`src/rtl/gs_div_ctrl_if.sv`:
```
// Issue-side handshake and Q8.8 result bus of the Goldschmidt divider controller.
// The master is the arithmetic-unit issue logic; the slave is gs_div_ctrl.
interface gs_div_ctrl_if;
  logic               start;
  logic signed [7:0]  a;
  logic signed [7:0]  b;
  logic               busy;
  logic               done;
  logic        [15:0] q;
  logic               ovf;
  logic               dz;

  modport master (output start, a, b, input busy, done, q, ovf, dz);
  modport slave  (input start, a, b, output busy, done, q, ovf, dz);
endinterface

```
`src/rtl/gs_div_ctrl.sv`:
```
// Sequential Goldschmidt divider: signed 8-bit a/b -> signed Q8.8 quotient on one shared multiplier.
// Optional build macro GS_ROUND_EN rounds the final quotient to nearest instead of truncating.
module gs_div_ctrl #(
  parameter int ITERS = 4,
  parameter int FW    = 16
) (
  input  logic         clk,
  input  logic         rst,
  gs_div_ctrl_if.slave bus
);

  localparam int NW  = FW + 8;  // N: unsigned Q8.FW
  localparam int DW  = FW;      // D: unsigned Q0.FW, kept in [0.5, 1)
  localparam int FFW = FW + 2;  // F: unsigned Q2.FW
  localparam int PW  = NW + FFW;
  localparam int SW  = PW - FW;
  localparam int CW  = $clog2(ITERS + 1);
`ifdef GS_ROUND_EN
  localparam int RND_HALF = 1 << (FW - 9);
`endif

  typedef enum logic [2:0] {
    S_IDLE,
    S_NORM,
    S_MUL_N,
    S_MUL_D,
    S_FINAL,
    S_DONE
  } state_t;

  state_t          state, state_nx;

  logic            a_neg;
  logic            sign;
  logic [7:0]      mag_a;
  logic [7:0]      mag_b;
  logic [NW-1:0]   n_r;
  logic [DW-1:0]   d_r;
  logic [FFW-1:0]  f_r;
  logic [CW-1:0]   iter;
  logic [15:0]     q_r;
  logic            ovf_r;
  logic            dz_r;
  logic            busy;
  logic            done;

  logic [2:0]      shift;
  logic [7:0]      b_sh;
  logic [14:0]     a_sh;
  logic [NW-1:0]   n_norm;
  logic [DW-1:0]   d_norm;
  logic [FFW-1:0]  f_new;
  logic [NW-1:0]  mul_x;
  logic [FFW-1:0] mul_f;
  logic [SW-1:0]   prod_sh;
  logic [16:0]     m_val;
  logic [15:0]     q_calc;
  logic            ovf_calc;

  function automatic logic [2:0] lzc8(input logic [7:0] v);
    lzc8 = 3'd7;
    for (int i = 0; i < 8; i++) begin
      if (v[i]) lzc8 = 3'(7 - i);
    end
  endfunction

  // Normalisation puts the divisor's leading one at bit 7 so D lands in [0.5, 1).
  always_comb begin
    shift  = lzc8(mag_b);
    b_sh   = mag_b << shift;
    a_sh   = 15'(mag_a) << shift;
    n_norm = NW'(a_sh) << (FW - 8);
    d_norm = DW'(b_sh) << (FW - 8);
  end

  // One multiplier serves both steps: N*F in MUL_N (F fresh from D), D*F in MUL_D (F from register).
  always_comb begin
    f_new   = {2'b10, {FW{1'b0}}} - {2'b00, d_r};
    mul_x   = (state == S_MUL_N) ? n_r   : NW'(d_r);
    mul_f   = (state == S_MUL_N) ? f_new : f_r;
    prod_sh = SW'((PW'(mul_x) * PW'(mul_f)) >> FW);
  end

  always_comb begin
    // NOTE: every output of a combinational block gets a default first, so no path infers a latch.
    m_val    = '0;
    q_calc   = '0;
    ovf_calc = 1'b0;
`ifdef GS_ROUND_EN
    m_val = 17'(({1'b0, n_r} + (NW + 1)'(RND_HALF)) >> (FW - 8));
`else
    m_val = 17'(n_r >> (FW - 8));
`endif
    if (dz_r) begin
      q_calc = a_neg ? 16'h8000 : 16'h7FFF;
    end else if (!sign && (m_val > 17'h07FFF)) begin
      q_calc   = 16'h7FFF;
      ovf_calc = 1'b1;
    end else if (sign) begin
      q_calc = 16'(17'd0 - m_val);
    end else begin
      q_calc = m_val[15:0];
    end
  end

  always_ff @(posedge clk or posedge rst) begin
    // NOTE: clocked state uses non-blocking (<=) so every flop samples pre-edge values.
    if (rst) state <= S_IDLE;
    else     state <= state_nx;
  end

  always_comb begin
    state_nx = state;
    busy     = (state != S_IDLE);
    done     = 1'b0;
    case (state)
      S_IDLE:  if (bus.start) state_nx = S_NORM;
      S_NORM:  state_nx = (mag_b == 8'd0) ? S_FINAL : S_MUL_N;
      S_MUL_N: state_nx = S_MUL_D;
      S_MUL_D: state_nx = (int'(iter) + 1 < ITERS) ? S_MUL_N : S_FINAL;
      S_FINAL: state_nx = S_DONE;
      S_DONE: begin
        done     = 1'b1;
        state_nx = S_IDLE;
      end
      default: state_nx = S_IDLE;
    endcase
  end

  always_ff @(posedge clk or posedge rst) begin
    if (rst) begin
      a_neg <= 1'b0;
      sign  <= 1'b0;
      mag_a <= '0;
      mag_b <= '0;
      n_r   <= '0;
      d_r   <= '0;
      f_r   <= '0;
      iter  <= '0;
      q_r   <= '0;
      ovf_r <= 1'b0;
      dz_r  <= 1'b0;
    end else begin
      case (state)
        S_IDLE: if (bus.start) begin
          a_neg <= bus.a[7];
          sign  <= bus.a[7] ^ bus.b[7];
          mag_a <= bus.a[7] ? 8'(-bus.a) : bus.a;
          mag_b <= bus.b[7] ? 8'(-bus.b) : bus.b;
          ovf_r <= 1'b0;
          dz_r  <= 1'b0;
        end
        S_NORM: begin
          if (mag_b == 8'd0) begin
            dz_r <= 1'b1;
          end else begin
            n_r  <= n_norm;
            d_r  <= d_norm;
            iter <= '0;
          end
        end
        S_MUL_N: begin
          n_r <= prod_sh[NW-1:0];
          f_r <= f_new;
        end
        S_MUL_D: begin
          d_r  <= prod_sh[DW-1:0];
          iter <= iter + 1'b1;
        end
        S_FINAL: begin
          q_r   <= q_calc;
          ovf_r <= ovf_calc;
        end
        default: ;
      endcase
    end
  end

  assign bus.busy = busy;
  assign bus.done = done;
  assign bus.q    = q_r;
  assign bus.ovf  = ovf_r;
  assign bus.dz   = dz_r;

  // Convergence keeps N below 256 and D below 1, so the shifted products never spill.
  assert property (@(posedge clk) disable iff (rst)
    (state == S_MUL_N) |-> (prod_sh[SW-1:NW] == '0));
  assert property (@(posedge clk) disable iff (rst)
    (state == S_MUL_D) |-> (prod_sh[SW-1:DW] == '0));

endmodule

```
`src/flat_wrapper.sv`:
```
// flat-port wrapper written by rule: the top's interface ports become plain ports
module gs_div_ctrl_flat 
#(
  parameter int ITERS = 4,
  parameter int FW    = 16
)
  (clk, rst, bus_start, bus_a, bus_b, bus_busy, bus_done, bus_q, bus_ovf, bus_dz);
  gs_div_ctrl_if bus_i ();
  input  logic clk;
  input  logic rst;
  input wire logic [$bits(bus_i.start)-1:0] bus_start;
  input wire logic [$bits(bus_i.a)-1:0] bus_a;
  input wire logic [$bits(bus_i.b)-1:0] bus_b;
  output wire logic [$bits(bus_i.busy)-1:0] bus_busy;
  output wire logic [$bits(bus_i.done)-1:0] bus_done;
  output wire logic [$bits(bus_i.q)-1:0] bus_q;
  output wire logic [$bits(bus_i.ovf)-1:0] bus_ovf;
  output wire logic [$bits(bus_i.dz)-1:0] bus_dz;
  assign bus_i.start = bus_start;
  assign bus_i.a = bus_a;
  assign bus_i.b = bus_b;
  assign bus_busy = bus_i.busy;
  assign bus_done = bus_i.done;
  assign bus_q = bus_i.q;
  assign bus_ovf = bus_i.ovf;
  assign bus_dz = bus_i.dz;
  gs_div_ctrl #(.ITERS(ITERS), .FW(FW)) u_core (.clk(clk), .rst(rst), .bus(bus_i));
endmodule
```
`config.mk`:
```
export PLATFORM = sky130hd
export DESIGN_NAME = gs_div_ctrl_flat
export DESIGN_NICKNAME = d
export VERILOG_FILES = /design/src/rtl/gs_div_ctrl_if.sv /design/src/rtl/gs_div_ctrl.sv /design/src/flat_wrapper.sv
export SDC_FILE = /design/constraint.sdc
export NUM_CORES = 1
export LEC_CHECK = 0
export BUFFER_PORTS_ARGS = -buffer_cell sky130_fd_sc_hd__buf_4
export CAP_MARGIN = 25
export CELL_PAD_IN_SITES_DETAIL_PLACEMENT = 1
export CELL_PAD_IN_SITES_GLOBAL_PLACEMENT = 1
export CORE_MARGIN = 10
export CORE_UTILIZATION = 35
export CTS_CLUSTER_SIZE = 24
export DETAILED_ROUTE_END_ITERATION = 8
export PLACE_DENSITY_LB_ADDON = 0.2
export SKIP_CTS_REPAIR_TIMING = 1
export SLEW_MARGIN = 40
export SYNTH_ARGS = -nofsm -noshare
export SYNTH_HDL_FRONTEND = slang
export SYNTH_SLANG_ARGS = --single-unit
```
`constraint.sdc`:
```
create_clock -name clk -period 8.7 [get_ports clk]
set_input_delay 1.74 -clock clk [delete_from_list [all_inputs] [get_ports clk]]
set_output_delay 1.74 -clock clk [all_outputs]
set_load 0.02 [all_outputs]
```
# Word-level counts from Yosys, hierarchy flattened
# Cells that the tools add are included.
totals:
  reg_bits: 100
  in_bits: 19
  elab_cells: 78
op_classes:
  add_sub_neg: 6
  multipliers: 1
  n_lt_le_gt_ge: 2
  n_eq_ne: 8
  n_shift: 2
  muxes: 32
  bitwise_logic: 1
  reduce_logical: 14
op_table:
  columns: ["cell", "n"]
  rows:
  - ["$mux 16", 5]
  - ["$mux 24", 2]
  - ["$pmux 24 s2", 1]
  - ["$mul 24x18->40", 1]
  - ["$lt 32x4->1 const B", 1]
  - ["$pmux 16 s2", 1]
  - ["$mux 3", 10]
  - ["$mux 18", 1]
  - ["$sub 18x16->18 const A", 1]
  - ["$gt 16x15->1 const B", 1]
  - ["$mux 8", 2]
  - ["$neg 8->8", 2]
  - ["$sub 1x16->16 const A", 1]
  - ["$pmux 3 s5", 1]
  - ["$shl 8x3->15", 1]
  - ["$logic_not 8->1", 1]
  - ["$reduce_and 2->1", 4]
  - ["$reduce_bool 2->1", 4]
  - ["$shl 8x3->8", 1]
  - ["$eq 3x2->1 const B", 2]
  - ["$eq 3x3->1 const B", 2]
  - ["$mux 1", 6]
  - ["$pmux 3 s2", 1]
  - ["$add 3x1->4 const B", 1]
  - ["other kinds (11)", 13]

# Depth between registers and ports, before layout
# Gate-level depths: netlist (run 1).
logic_depth:
  ltp_word: 10
  ltp_mapped: 30

# Worst setup path after synthesis (run 1)
# OpenSTA, ideal clock, no wires.
synth_path:
  kind: "reg-to-reg"
  start: "reg u_core.d_r[0]"
  end: "reg u_core.d_r[10]"
  setup_time_ns: 0.120
  arrival_ns: 7.300
  required_time_ns: 8.580
  path_slack_ns: 1.280
  path_stages_with_launch: 30
  period_less_slack_ns: 7.420
  path_cell_list: "dfrtp_1 -> inv_1 -> ha_1 -> nor3b_2 -> nand2_1 -> xnor2_1 -> nor2_1 -> a21o_1 -> clkbuf_1 -> buf_2 -> nand2_1 -> fa_1 -> inv_1 -> fa_1 -> inv_1 -> fa_1 -> inv_1 -> fa_1 -> fa_1 -> inv_1 -> fa_1 -> inv_1 -> ha_1 -> a21o_1 -> a221oi_1 -> nor2b_1 -> a21boi_1 -> o21a_1 -> or4_1 -> and3_1"
synth_via:
  elab_chain_len: 4
  word_cells_on_any_way: 5
  classes_between: "add/sub: 1; mul: 1; mux: 3"
synth_lines:
  columns: ["element", "line", "source"]
  rows:
  - ["start: declaration", "gs_div_ctrl.sv:38", "logic [DW-1:0] d_r;"]
  - ["start signal: assignment", "gs_div_ctrl.sv:158", "d_r <= d_norm;"]
  - ["start signal: assignment", "gs_div_ctrl.sv:167", "d_r <= prod_sh[DW-1:0];"]
  - ["$sub 18x16->18", "gs_div_ctrl.sv:78", "f_new = {2'b10, {FW{1'b0}}} - {2'b00, d_r};"]
  - ["$mux 18", "gs_div_ctrl.sv:80", "mul_f = (state == S_MUL_N) ? f_new : f_r;"]
  - ["via u_core.mul_f[8]", "gs_div_ctrl.sv:54", "logic [FFW-1:0] mul_f;"]
  - ["$mul 24x18->40", "gs_div_ctrl.sv:81", "prod_sh = SW'((PW'(mul_x) * PW'(mul_f)) >> FW);"]
  - ["$pmux 16 s2", "gs_div_ctrl.sv:144", "case (state)"]
# The timed path passes the listed nets, and every way through them passes these cells.
# A chain may end at the register's enable or synchronous reset.

# Worst setup path in the final report (run 1)
layout_path:
  start: "reg u_core.state[1]"
  end: "reg u_core.d_r[10]"
layout_via:
  elab_chain_len: 4
  word_cells_on_any_way: 10
  classes_between: "mul: 1; eq/ne: 4; mux: 3; reduce/logical: 2"
layout_lines:
  columns: ["element", "line", "source"]
  rows:
  - ["start: declaration", "gs_div_ctrl.sv:31", "state_t state, state_nx;"]
  - ["start signal: assignment", "gs_div_ctrl.sv:109", "else state <= state_nx;"]
  - ["$eq 3x2->1", "gs_div_ctrl.sv:80", null]
  - ["$mux 18", "gs_div_ctrl.sv:80", null]
  - ["via u_core.mul_f[4]", "gs_div_ctrl.sv:54", null]
  - ["$mul 24x18->40", "gs_div_ctrl.sv:81", null]
  - ["$pmux 16 s2", "gs_div_ctrl.sv:144", null]
# The timed path passes the listed nets, and every way through them passes these cells.

==> impl_metrics.json, run 1 <==
{
  "final_cell_mix": "inv_1 (456), nand2_1 (402), fa_1 (349)",
  "dr.pass1.iters": 5,
  "worst_pin_slew_ns": 0.899,
  "layout_commonest_cell": "inv_1",
  "syn_to_final_growth_pct": 9.16,
  "postRouteAntennaNets": 0,
  "grt_pass1_wl_um": 94000,
  "outcome": "completed",
  "port_buffers": 38,
  "syn_avg_cell_area_um2": 8.58,
  "die_area_mm2": 0.0626,
  "wire_per_inst_um": 20.6,
  "cap_violations": 0,
  "rows": 84,
  "postPlaceCellArea_mm2": 0.0199,
  "finalClockSkew_ns": 0.00949,
  "die_y_um": 250,
  "synthArstFlopShare_pct": 100,
  "start_util_pct": 35.3,
  "cts_sinks": 100,
  "fin_ws_ns": 0.410,
  "synth_top_area_share_pct": 37.7,
  "route.detailed.drc": 0,
  "fin_setup_tns_ns": 0,
  "synthTopCellsByArea": "fa_1 (38%), dfrtp_1 (14%), inv_1 (9.3%)",
  "root_buffer": "clkbuf_16",
  "fin_util_pct": 38.6,
  "ioPinCount": 39,
  "drtIter0Drc": 805,
  "period_minus_slack_ns": 8.29,
  "crit_arrival_ns": 8.55,
  "cp.required_ns": 8.96,
  "met3_length_um": 1890,
  "drive_above_1_share_pct": 8.67,
  "clk_pin_slew_ns": 0.08,
  "ys_ff_latch": 100,
  "yosysWarnings": 0,
  "stdcell_area_mm2": 0.0202,
  "post-route-period-util_pct": 95.3,
  "wl_met2_um": 30000,
  "netlist_instances": 2159,
  "vias_per_cell": 5.10,
  "fmax_ghz": 0.121,
  "synth-simple-area-share_pct": 16.9,
  "relSlewSlack_pct": 40.1,
  "gp_congestion": 0.874,
  "wl_um": 59200,
  "cts_inserted_buffers": 9,
  "synth.distinct_cells": 74,
  "core_mm2": 0.0524,
  "synth_edf_count": 0,
  "synth_top_family_by_area": "adder cells",
  "die_w_um": 250,
  "slew_violations": 0,
  "cp-start-kind": "flop",
  "grt_pass1_vias": 16281,
  "synthAdderAreaFrac_pct": 44.9,
  "hold_viol_final": 0,
  "critPathMaxFanout": 22,
  "yosysTopAreaCell": "fa_1",
  "synth_compound_area_share_pct": 8.49,
  "clock_latency_ns": 0.36,
  "dp.final_hpwl_um": 48600,
  "nets": 2661,
  "synth_ff_type": "dfrtp_1",
  "place_ws_ns": 0.303,
  "setup_viol": 0,
  "crit_type": "flop to flop",
  "synthMuxAreaShare_pct": 1.86,
  "ys_seq_area_share_pct": 13.5,
  "antenna_found_initial": 1,
  "tritoncts": "done",
  "synthesis.nets": 2634,
  "routedLengthMet1_um": 25600,
  "synthesis.area_mm2": 0.0185,
  "htree_levels": 3,
  "min-delay-path-class": "flop to flop",
  "grt_max_degree": 62,
  "grtUsageTotal_pct": 19.1,
  "synth-xor-area-share_pct": 2.74,
  "crit_path_end_kind": "flop",
  "rsz0062_at_grt": "no",
  "gr-total-overflow": 0,
  "clk_path_buf_depth": 2,
  "num_vias": 14690,
  "top_layer_used": "met4"
}
[cell families after synthesis]
kind of cell	Yosys count
multiplexers	34
adder cells (fa/ha/maj)	456
buffers and inverters	563
AO/OA/AOI/OAI	237
XOR/XNOR	58
AND/OR/NAND/NOR	711
flip-flops	100
[cells in the mapped netlist (4+ instances only)]
cell,instances
inv_1,457
nand2_1,404
fa_1,349
nor2_1,154
ha_1,107
dfrtp_1,100
clkbuf_1,66
a21oi_1,53
o21ai_0,43
and2_1,36
xor2_1,34
mux2i_1,31
xnor2_1,24
buf_2,23
nand3_1,22
nor3_1,20
a21o_1,16
a211oi_1,13
and3_1,13
inv_2,13
a221oi_1,11
o21ai_1,11
o21a_1,10
o22a_1,10
o31ai_1,9
o22ai_1,7
or3_1,7
nor3_2,6
o211ai_1,6
a21oi_2,5
a31oi_1,5
nand2b_1,5
nor2_2,5
nor2b_1,5
nor4_1,5
a21boi_1,4
a22o_1,4
or4_4,4
[per-layer routing]
metal | vias to the layer above | track usage, %
met3 | 76 | 2.34
met4 | 0 | 5.75
met2 | 221 | 33.6
met5 | - | 0
li1 | 6635 | -
met1 | 7758 | 24.1
[critical path, stage by stage (launching register included)]
cell,delay [ns]
dfrtp_1,0.53
inv_2,0.11
or3_2,0.72
buf_4,0.29
buf_4,0.20
a21oi_1,0.54
inv_2,0.26
nand2_1,0.15
fa_1,0.43
inv_1,0.08
fa_1,0.43
fa_1,0.54
fa_1,0.46
fa_1,0.54
fa_1,0.50
ha_1,0.32
a211o_1,0.27
a21oi_1,0.15
o311ai_2,0.23
o21ai_2,0.42
a21boi_1,0.16
o21a_1,0.25
or4_1,0.42
and3_1,0.18
[final timing paths]
kind                                      start         endpoint  slack, ns  cells past startpoint
worst max-delay path            u_core.state[1]   u_core.d_r[10]       0.41                     23
worst min-delay path              u_core.f_r[8]    u_core.f_r[8]       0.49                      1
worst max register to register  u_core.state[1]   u_core.d_r[10]       0.41                     23
worst min register to register    u_core.f_r[8]    u_core.f_r[8]       0.49                      1
max in group asynchronous                   rst   u_core.n_r[17]       6.28                      3
min in group asynchronous                   rst  u_core.bus.q[7]       1.42                      2
[sequential cells by signal, indices dropped and copies added, names as in the netlist]
name and count:
u_core.n_r 24, u_core.f_r 18, u_core.bus.q 16, u_core.d_r 16, u_core.mag_a 8, u_core.mag_b 8
u_core.iter 3, u_core.state 3, u_core.a_neg 1, u_core.bus.dz 1, u_core.bus.ovf 1, u_core.sign 1
[final cells by class]
cell class / instances / area [µm²]
clock buffer: 11 / 243
antenna: 1 / 2.50
clock inverter: 5 / 42.5
fill: 6177 / 32200
tap: 688 / 861
inverter: 470 / 1770
timing repair buffer: 109 / 847
multi-input combinational: 1496 / 14000
sequential: 100 / 2500
[metrics by stage]
stage	hold slack, ns	instances
4_1_cts	0.491	2879
3_5_place_dp	0.466	2863
3_3_place_gp	0.457	2863
5_1_grt	0.520	2879
6_report	0.494	2880
2_1_floorplan	0.462	2159
Power of run 1 is left out: the tool's default activity adds up to more than one toggle a clock period on the data nets, which glitch-free logic cannot reach.
==> run 2, diff against run 1 <==
--- a/config.mk
+++ b/config.mk
@@ -9,6 +9,7 @@
 export CAP_MARGIN = 25
 export CELL_PAD_IN_SITES_DETAIL_PLACEMENT = 1
 export CELL_PAD_IN_SITES_GLOBAL_PLACEMENT = 1
+export CORE_ASPECT_RATIO = 1.4
 export CORE_MARGIN = 10
 export CORE_UTILIZATION = 35
 export CTS_CLUSTER_SIZE = 24
==> run 2 against run 1 <==
Net effect: first-iteration DRC count fell by 19%; critical endpoint is now u_core.n_r[21]; sequential share of layout area decreased by 0.059 points; register-to-register slack better by 0.07 ns; highest routed layer unchanged; setup slack better by 0.067 ns; cell count grew 1.2%; via count is 1.8% higher; die area increased by 0.21%; cell area rose by 0.43%; global-route usage up 1.9 points.
==> impl_metrics.json, run 2 (synthesis results as in run 1) <==
{
  "wire_per_inst_um": 22.3,
  "gp_congestion": 0.935,
  "syn_to_final_growth_pct": 9.62,
  "num_vias": 14955,
  "finalClockSkew_ns": 0.0140,
  "crit_type": "flop to flop",
  "slew_violations": 0,
  "root_buffer": "clkbuf_16",
  "tritoncts": "done",
  "drive_above_1_share_pct": 9.06,
  "die_area_mm2": 0.0627,
  "dp.final_hpwl_um": 54100,
  "grt_pass1_vias": 16997,
  "slowest_delay_ns": 0.58,
  "fin_setup_tns_ns": 0,
  "cts_sinks": 100,
  "antenna_found_initial": 0,
  "grt_max_degree": 65,
  "cts_inserted_buffers": 9,
  "grt_pass1_wl_um": 101000,
  "worst_pin_slew_ns": 0.911,
  "dr.pass1.iters": 5,
  "start_util_pct": 35.5,
  "setup_viol": 0,
  "cp_slowest_cell": "fa_1",
  "top_register": "u_core.n_r",
  "gr-total-overflow": 0,
  "fmax_ghz": 0.122,
  "grtUsageTotal_pct": 21.0,
  "htree_levels": 3,
  "hold_viol_final": 0,
  "min-delay-path-class": "flop to flop",
  "cp-start-kind": "flop",
  "clk_path_buf_depth": 2,
  "wl_um": 64900,
  "period_minus_slack_ns": 8.22,
  "ioPinCount": 39,
  "reg_top3": "u_core.n_r (24), u_core.f_r (18)",
  "cap_violations": 0,
  "outcome": "completed",
  "final_cell_mix": "inv_1 (456), nand2_1 (402), fa_1 (349)",
  "route.detailed.drc": 0,
  "cp.required_ns": 8.95,
  "cpLargestDelayFamily": "adder cells",
  "crit_path_end_kind": "flop",
  "nets": 2677,
  "port_buffers": 38,
  "post-route-period-util_pct": 94.5,
  "relSlewSlack_pct": 39.3,
  "critPathBufInv": 6,
  "crit_arrival_ns": 8.48,
  "vias_per_cell": 5.13,
  "largest_register_ffs": 24,
  "die_w_um": 214,
  "nFillCells": 6268,
  "rows": 99,
  "layout_commonest_cell": "inv_1",
  "clk_pin_slew_ns": 0.08,
  "clock_latency_ns": 0.39,
  "critPathMaxFanout": 10,
  "rsz0062_at_grt": "no",
  "postRouteAntennaNets": 0,
  "critical_path.most_common_cell": "fa_1",
  "drtIter0Drc": 652,
  "die_y_um": 292,
  "core_mm2": 0.0523
}
[run 2: final timing paths]
kind | startpoint | end | slack, ns | depth (start not counted)
hold / removal | u_core.a_neg | u_core.a_neg | 0.52 | 2
min in group asynchronous | rst | u_core.mag_b[3] | 1.39 | 2
max in group asynchronous | rst | u_core.f_r[9] | 6.27 | 3
hold reg to reg | u_core.a_neg | u_core.a_neg | 0.52 | 2
setup reg to reg | u_core.d_r[0] | u_core.n_r[21] | 0.48 | 29
setup / recovery | u_core.d_r[0] | u_core.n_r[21] | 0.48 | 29
[run 2: area by class of cell]
type / instances / area (µm²) / share of cell area (%)
Clock buffer: 9 / 225 / 1.11
Inverter: 470 / 1770 / 8.70
Antenna cell: 1 / 2.50 / 0.0123
Multi-Input combinational cell: 1496 / 13900 / 68.5
Sequential cell: 100 / 2500 / 12.3
Clock inverter: 7 / 67.6 / 0.333
Tap cell: 707 / 885 / 4.35
Timing Repair Buffer: 125 / 942 / 4.64
[run 2: through the flow]
stage / cell area [µm²] / std cells / hold slack [ns] / utilization [%] / worst slack [ns]
2_1_floorplan: 18500 / 2159 / 0.462 / - / 1.28
3_3_place_gp: 20000 / 2898 / 0.495 / 38.2 / 0.257
3_5_place_dp: 20000 / 2898 / 0.498 / 38.3 / 0.189
4_1_cts: 20300 / 2914 / 0.522 / 38.8 / 0.183
5_1_grt: 20300 / 2914 / 0.553 / 38.9 / 0.0818
6_report: 20300 / 2915 / 0.519 / 38.9 / 0.477
[run 2: tightest hold or removal path, cell delays in order (launching register included)]
cell     delay [ns]
dfrtp_1        0.37
nand2_1        0.06
nand2_1        0.06
[run 2: per-layer routing]
layer,global-route usage (%),up-vias,routed length [µm]
li1,-,6657,-
met1,22.7,7918,24000
met2,40.3,268,35700
met3,1.73,112,1670
met4,10.6,0,3500
met5,0,-,0
Power of run 2 is left out for the same reason.
==> run 3, diff against run 2 <==
--- a/config.mk
+++ b/config.mk
@@ -14,7 +14,7 @@
 export CORE_UTILIZATION = 35
 export CTS_CLUSTER_SIZE = 24
 export DETAILED_ROUTE_END_ITERATION = 8
-export PLACE_DENSITY_LB_ADDON = 0.2
+export PLACE_DENSITY = 0.62
 export SKIP_CTS_REPAIR_TIMING = 1
 export SLEW_MARGIN = 40
 export SYNTH_ARGS = -nofsm -noshare
==> constraint.sdc (replaced) <==
create_clock -name clk -period 10.5 [get_ports clk]
set_input_delay 2.1 -clock clk [delete_from_list [all_inputs] [get_ports clk]]
set_output_delay 2.1 -clock clk [all_outputs]
set_load 0.02 [all_outputs]
==> run 3 against run 2 <==
Net effect: utilization is 0.64 points lower; setup slack better by 0.99 ns; critical endpoint is now u_core.n_r[14]; critical path depth is 3 lower.
==> impl_metrics.json, run 3 (synthesis results as in run 1) <==
{
  "cts_inserted_buffers": 9,
  "rows": 99,
  "drtIter0Drc": 637,
  "htree_levels": 3,
  "gp_congestion": 0.917,
  "final_cell_mix": "inv_1 (456), nand2_1 (401), fa_1 (349)",
  "r2r_cells": 26,
  "cp-start-kind": "flop",
  "clock_latency_ns": 0.39,
  "num_vias": 14764,
  "period_minus_slack_ns": 9.03,
  "rsz0062_at_grt": "no",
  "crit_path_end_kind": "flop",
  "critPathMaxFanout": 32,
  "dr.pass1.iters": 4,
  "start_util_pct": 35.5,
  "min-delay-path-class": "flop to flop",
  "r2r-start": "u_core.state[1]",
  "rr_endpoint": "u_core.n_r[14]",
  "whs_path_depth": 2,
  "worst_pin_slew_ns": 0.872,
  "reg_top3": "u_core.n_r (24), u_core.f_r (18)",
  "fin_ws_ns": 1.47,
  "nets": 2628,
  "cts_sinks": 100,
  "fmax_ghz": 0.111,
  "core_mm2": 0.0523,
  "route.detailed.drc": 0,
  "rrSetupSlack_ns": 1.47,
  "clk_pin_slew_ns": 0.08,
  "post-route-period-util_pct": 86.0,
  "grt_max_degree": 65,
  "fin_setup_tns_ns": 0,
  "dp.final_hpwl_um": 51600,
  "top_register": "u_core.n_r",
  "grtUsageTotal_pct": 20.5,
  "worstHoldStart": "u_core.a_neg",
  "syn_to_final_growth_pct": 7.82,
  "crit_arrival_ns": 9.30,
  "die_area_mm2": 0.0627,
  "clk_path_buf_depth": 2,
  "port_buffers": 38,
  "layout_commonest_cell": "inv_1",
  "finalClockSkew_ns": 0.0116,
  "cp.required_ns": 10.76,
  "postRouteAntennaNets": 0,
  "grt_pass1_vias": 16925,
  "die_w_um": 214,
  "antenna_cells": 0,
  "tritoncts": "done",
  "vias_per_cell": 5.16,
  "slew_violations": 0,
  "cap_violations": 0,
  "antenna_found_initial": 0,
  "outcome": "completed",
  "grt_pass1_wl_um": 98900,
  "setup_viol": 0,
  "relSlewSlack_pct": 41.9,
  "wire_per_inst_um": 22.0,
  "min_to": "u_core.a_neg",
  "hold_viol_final": 0,
  "place_ws_ns": 1.65,
  "root_buffer": "clkbuf_16",
  "largest_register_ffs": 24,
  "drive_above_1_share_pct": 7.23,
  "die_y_um": 292,
  "crit_type": "flop to flop",
  "ioPinCount": 39,
  "gr-total-overflow": 0,
  "wl_um": 63000
}
==> run 3: changes by cell type in the layout (fill, tap and decap cells not counted), sizes merged <==
cell	before	now
buf	125	76
clkinv	2	3
diode	1	0
inv	473	472
clkinvlp	2	1
==> run 3: final cells by class <==
class                           instances  area (µm²)
Clock buffer                            9         225
Clock inverter                          6        61.3
Fill cell                            6247       32300
Inverter                              470        1770
Multi-Input combinational cell       1496       13900
Sequential cell                       100        2500
Tap cell                              707         885
Timing Repair Buffer                   76         603
==> run 3: worst max-delay path: stages, from the launching register on <==
cell and delay (ns):
dfrtp_1 0.52, inv_2 0.11, or3_2 0.83, nor2_1 0.76, a21oi_1 0.35, inv_2 0.35, nand2_1 0.13, fa_1 0.56
inv_1 0.05, fa_1 0.48, inv_1 0.06, fa_1 0.51, inv_1 0.05, fa_1 0.48, fa_1 0.55, inv_1 0.06
fa_1 0.53, inv_1 0.04, ha_1 0.34, a21o_1 0.19, a221oi_1 0.62, nand4_1 0.24, nor3_1 0.26, a21oi_1 0.20
a21oi_1 0.23, xor2_1 0.23, o22ai_1 0.12
==> run 3: per-layer routing <==
metal  vias up  GRT usage (%)  routed length, µm
met1      7826           22.0              23200
met5         -              0                  0
met2       265           39.0              34400
met4         0           11.3               3870
li1       6553              -                  -
met3       120           1.61               1520
==> run 3: per-stage QoR <==
stage          instances  utilization (%)  hold slack [ns]  cell area (µm²)
2_1_floorplan       2159                -            0.462            18500
3_3_place_gp        2848             37.6            0.499            19600
3_5_place_dp        2849             37.7            0.499            19700
4_1_cts             2864             38.2            0.517            20000
5_1_grt             2864             38.2            0.541            20000
6_report            2864             38.2            0.509            20000
==> run 3: how the worst max path moves through the flow <==
stage,startpoint,endpoint,slack [ns],cells after the start
2_1_floorplan,u_core.d_r[0],u_core.d_r[10],3.08,29
3_3_place_gp,u_core.state[1],u_core.n_r[21],1.71,23
3_5_place_dp,u_core.state[1],u_core.n_r[18],1.65,26
4_1_cts,u_core.state[1],u_core.n_r[18],1.60,26
5_1_grt,u_core.state[1],u_core.n_r[18],1.03,26
6_report,u_core.state[1],u_core.n_r[14],1.47,26
Power of run 3 is left out for the same reason.
